--- config.mk ---
export PLATFORM = sky130hd
export DESIGN_NAME = mem_access_unit
export DESIGN_NICKNAME = d
export VERILOG_FILES = /design/src/rtl/mem_access_unit.sv
export SDC_FILE = /design/constraint.sdc
export NUM_CORES = 1
export LEC_CHECK = 0
export CORE_UTILIZATION = 35
export DETAILED_ROUTE_END_ITERATION = 7
export PLACE_DENSITY = 0.71
export SLEW_MARGIN = 25
export SYNTH_ARGS = -nofsm -noshare
export SYNTH_HDL_FRONTEND = slang
export SYNTH_SLANG_ARGS = --single-unit
export TNS_END_PERCENT = 100
--- constraint.sdc ---
create_clock -name clk -period 2.8 [get_ports clk]
set_input_delay 0.84 -clock clk [delete_from_list [all_inputs] [get_ports clk]]
set_output_delay 0.84 -clock clk [all_outputs]
set_load 0.01 [all_outputs]
--- src/rtl/mem_access_unit.sv ---
// Load/store unit: sequences one request at a time onto a synchronous data RAM and aligns results.
// Define MISALIGN_TRAP_EN to trap misaligned halfword/word accesses instead of silently aligning them.
module mem_access_unit #(
  parameter int WAIT_CYCLES = 1
) (
  input  logic        clk,
  input  logic        rst,
  input  logic        req_valid,
  input  logic        req_we,
  input  logic [1:0]  req_size,
  input  logic        req_unsigned,
  input  logic [31:0] req_addr,
  input  logic [31:0] req_wdata,
  output logic        stall,
  output logic        rsp_valid,
  output logic [31:0] rsp_rdata,
  output logic        mem_en,
  output logic        mem_we,
  output logic [3:0]  mem_be,
  output logic [29:0] mem_addr,
  output logic [31:0] mem_wdata,
  input  logic [31:0] mem_rdata
`ifdef MISALIGN_TRAP_EN
  ,
  output logic        misalign
`endif
);

  typedef enum logic [1:0] {IDLE, ACCESS, WAIT, RESP} state_e;

  localparam logic [3:0] WLAST = 4'(WAIT_CYCLES - 1);

  state_e      state_q, state_d;
  logic [3:0]  cnt_q, cnt_d;
  logic [31:0] rdata_q, rdata_d;
  logic        we_q, uns_q;
  logic [1:0]  size_q;
  logic [31:0] addr_q, wdata_q;
  logic        accept;
  logic        mis_q, mis_d;
  logic        req_mis;
  logic [31:0] ld_shift, ld_data;
  logic [3:0]  be_raw;
  logic [31:0] wdata_raw;

`ifdef MISALIGN_TRAP_EN
  always_comb begin
    req_mis = 1'b0;
    if (req_size == 2'b01)      req_mis = req_addr[0];
    else if (req_size[1])       req_mis = (req_addr[1:0] != 2'b00);
  end
  assign misalign = (state_q == RESP) && mis_q;
`else
  assign req_mis = 1'b0;
`endif

  always_comb begin
    state_d = state_q;
    cnt_d   = cnt_q;
    rdata_d = rdata_q;
    mis_d   = mis_q;
    stall   = 1'b0;
    accept  = 1'b0;
    case (state_q)
      IDLE: begin
        if (req_valid) begin
          stall  = 1'b1;
          accept = 1'b1;
          mis_d  = req_mis;
          if (req_mis) begin
            // Trapped access skips the RAM and reports a zero result.
            state_d = RESP;
            rdata_d = 32'h0;
          end else begin
            state_d = ACCESS;
          end
        end
      end
      ACCESS: begin
        stall = 1'b1;
        if (we_q) begin
          state_d = RESP;
        end else begin
          state_d = WAIT;
          cnt_d   = 4'h0;
        end
      end
      WAIT: begin
        stall = 1'b1;
        if (cnt_q == WLAST) begin
          state_d = RESP;
          rdata_d = ld_data;
        end else begin
          cnt_d = cnt_q + 4'h1;
        end
      end
      RESP: state_d = IDLE;
      default: state_d = IDLE;
    endcase
  end

  always_ff @(posedge clk) begin
    if (rst) begin
      state_q <= IDLE;
      cnt_q   <= 4'h0;
      rdata_q <= 32'h0;
      mis_q   <= 1'b0;
      we_q    <= 1'b0;
      uns_q   <= 1'b0;
      size_q  <= 2'b00;
      addr_q  <= 32'h0;
      wdata_q <= 32'h0;
    end else begin
      state_q <= state_d;
      cnt_q   <= cnt_d;
      rdata_q <= rdata_d;
      mis_q   <= mis_d;
      if (accept) begin
        we_q    <= req_we;
        uns_q   <= req_unsigned;
        size_q  <= req_size;
        addr_q  <= req_addr;
        wdata_q <= req_wdata;
      end
    end
  end

  // Load alignment: move the addressed lane down to bit 0, then extend.
  always_comb begin
    ld_shift = mem_rdata >> {addr_q[1:0], 3'b000};
    case (size_q)
      2'b00: ld_data = uns_q ? {24'h0, ld_shift[7:0]}
                             : {{24{ld_shift[7]}}, ld_shift[7:0]};
      2'b01: begin
        ld_data = addr_q[1] ? {16'h0, mem_rdata[31:16]} : {16'h0, mem_rdata[15:0]};
        if (!uns_q) ld_data[31:16] = {16{ld_data[15]}};
      end
      default: ld_data = mem_rdata;
    endcase
  end

  always_comb begin
    case (size_q)
      2'b00: begin
        be_raw    = 4'b0001 << addr_q[1:0];
        wdata_raw = {4{wdata_q[7:0]}};
      end
      2'b01: begin
        be_raw    = addr_q[1] ? 4'b1100 : 4'b0011;
        wdata_raw = {2{wdata_q[15:0]}};
      end
      default: begin
        be_raw    = 4'b1111;
        wdata_raw = wdata_q;
      end
    endcase
  end

  assign mem_en    = (state_q == ACCESS);
  assign mem_we    = mem_en && we_q;
  assign mem_be    = mem_en ? be_raw : 4'b0000;
  assign mem_addr  = addr_q[31:2];
  assign mem_wdata = wdata_raw;
  assign rsp_valid = (state_q == RESP);
  assign rsp_rdata = rdata_q;

endmodule

==> summary.md <==
| Metric | Value |
|---|---|
| Outcome | finished, final reports clean |
| Kind of end point of the critical path | output pin |
| Antenna-violating nets left | 0 |
| Initial Util | 0.361 |
| Post-CTS Hold Fix Bufs | 0 |
| WP data arrival | 1.88 ns |
| Largest net degree at the start of global routing | 69 |
| Slowest cell on the critical path | clkdlybuf4s50_1 |
| Worst Hold Class | reg2reg |
| Antenna diodes | 0 |
| Critical Path RT | 1.96 ns |
| # rows | 43 |
| Tmin final | 2.72 ns |
| Startpoint types | flip-flop |
| Cell variety after synth | 46 |
| Gr ovfl total | 0 |
| Final hold viol count | 0 |
| Num CTS Buffers | 9 |
| Max-slew violations | 0 |
| Global-route wire length before repair | 23400 um |
| FMAX | 367 MHz |
| Drt via density | 4.99 |
| DRC viols | 0 |
| MaxCap Viol Count | 0 |
| Syn nets | 740 |
| Unrepaired setup endpoints after global routing | true |
| Post_cts resized | 2 |
| Non-filler cells, final | 966 |
| Area post-placement | 0.00699 sq mm |
| Vias after detailed routing | 4817 |
| Mapped Cells | 630 |
| Peak supply drop | 0.333 mV |
| Root Buffer | clkbuf_16 |
| WL final | 14900 um |
| Leak Pwr | 2.67 nW |
| #FFs+latches synth | 106 |
| Crit-path max cell delay | 0.50 ns |
| Fin area | 0.00731 sq mm |
| Hpwl dp | 10600 um |
| Postcts setup bufs | 0 |
| Synth Flop Type | dfxtp_1 |
| Clock Path Buffers | 2 |
| Power density over the cells | 778 mW/mm^2 |
| H-tree lvl count | 3 |
| Dpl cells | 950 |
| Clock Sinks | 106 |
| Die width | 122 um |
| I/O pin total | 205 |
| Type of the worst setup path | reg2out |
| Worst slew margin | 0.529 |
| Final net count | 891 |
| Clk Latency, worst-skew pair | 0.35 ns |
| Post-Syn Area per Cell | 8.01 sq um |
| Final TNS setup | 0 ns |
| FFs w/ async S/R, synth | 0 |
| Final setup violation count | 0 |
| RD Place Congestion | 0.818 |
| Share of layout cells above drive strength 1 | 0.0903 |
| Die Area | 0.0149 sq mm |
| Vias in the first global route | 4665 |
| Slew @ Worst Pin | 0.707 ns |
| CORE AREA | 0.0140 sq mm |
| Seq/Total Area, Yosys | 0.421 |
| Drt wl/cell | 15.5 um |
| Fillers | 1385 |
| Synth-to-Final Area Change | 45.0% |
| Tcrit/Tclk final | 0.972 |
| # port buffers | 204 |
| Post-synthesis cell area | 0.00504 sq mm |
| Worst Skew | 0.00619 ns |
| Clock Pin Slew Worst Setup and Hold Paths | 0.07 ns |
| CTS tree | done |
| Detailed-router iteration count before antenna repair | 8 |
| Critical Path Fanout Max | 8 |
| Post-synth EDFFs | 0 |
| Worst hold slack | 0.454 ns |
| Crit path cell chain | nor2_1 -> buf_6 -> mux2_2 -> clkdlybuf4s50_1 |
| All-layer global routing usage | 0.201 |
| Drt initial violations | 344 |
| Synth Warn # | 0 |
| Initial antenna violation count | 0 |
| Die height | 122 um |
==> flip-flops by register name, indices dropped and copies added, names as in the netlist <==
register and cells:
we_q 1, addr_q 32, rsp_rdata 32, state_q 2, wdata_q 32, size_q 2
cnt_q 4, uns_q 1
==> worst paths after layout <==
| path | startpoint | endpoint | slack, ns | cells past startpoint |
|---|---|---|---|---|
| worst max-delay path | size_q[0] | mem_wdata[8] | 0.08 | 4 |
| worst min-delay path | wdata_q[24] | wdata_q[24] | 0.45 | 2 |
| worst max register to register | state_q[0] | rsp_rdata[8] | 0.63 | 6 |
| worst min register to register | wdata_q[24] | wdata_q[24] | 0.45 | 2 |
==> placed cells by master, fill, tap and decap left out, drive strengths merged, types with 6 or more instances in the layout <==
master         count
o22ai              6
nand2            162
a21oi             96
o21ai             29
clkbuf            10
a21o               8
mux2i             11
a22oi              7
buf               20
clkdlybuf4s50    202
nor2              21
ha                 7
dfxtp            106
a222oi             7
mux2              17
a22o               7
nor2b             12
a211oi             9
inv               14
==> cell type report <==
type | count | area (sq um) | share of cell area
Clock inverter | 6 | 65.1 | 0.00890
Sequential cell | 106 | 2120 | 0.290
Inverter | 13 | 48.8 | 0.00667
Clock buffer | 10 | 229 | 0.0313
Tap cell | 180 | 225 | 0.0308
Timing Repair Buffer | 223 | 2200 | 0.301
Multi-Input combinational cell | 428 | 2420 | 0.332
==> cells in the mapped netlist (all sizes together) (2+ instances only) <==
master / instances / area [sq um]
mux2i: 11 / 110
a22oi: 7 / 52.6
nand2b: 3 / 18.8
a211oi: 9 / 67.6
or4: 2 / 15.0
a21o: 8 / 60.1
o21ai: 29 / 145
mux2: 17 / 195
a22o: 7 / 61.3
buf: 60 / 385
and2: 3 / 18.8
nor2: 21 / 86.3
nor3: 2 / 10.0
or3b: 2 / 17.5
a21oi: 96 / 518
nand3: 3 / 15.0
clkbuf: 23 / 86.3
nor2b: 12 / 75.1
a222oi: 7 / 70.1
ha: 7 / 87.6
o22ai: 6 / 37.5
dfxtp: 106 / 2120
nand2: 162 / 608
inv: 13 / 48.8
==> through the flow <==
step	worst slack (ns)	util	total power [mW]
2_1_floorplan	0.343	-	3.40
3_3_place_gp	-0.146	0.500	4.43
3_5_place_dp	-0.161	0.500	4.44
4_1_cts	0.0244	0.521	5.73
5_1_grt	-0.0299	0.523	6.07
6_report	0.0778	0.523	5.69
==> report_power, final <==
group	switching, mW	internal (mW)
Sequential	0.199	1.81
Clock	0.583	0.696
Combinational	1.20	1.20
Total	1.98	3.71
==> metal layers <==
metal	track usage	wire, um
met5	0	0
met4	0.0664	296
met3	0.0716	1370
met2	0.334	7080
met1	0.241	6190
==> critical path, delay by kind of cell, from the launching register on <==
| family | cells | cell delay [ns] |
|---|---|---|
| flip-flops | 1 | 0.33 |
| multiplexers | 1 | 0.35 |
| AND/OR/NAND/NOR | 1 | 0.18 |
| buffers and inverters | 2 | 0.68 |
==> cells by family after synthesis <==
kind of cell	Yosys count	share of synthesized area
compound gates	177	0.216
fa+ha+maj	7	0.0174
buf+inv	96	0.103
flops	106	0.421
mux	28	0.0605
simple gates	216	0.182
(Power assumes the default switching activity.)
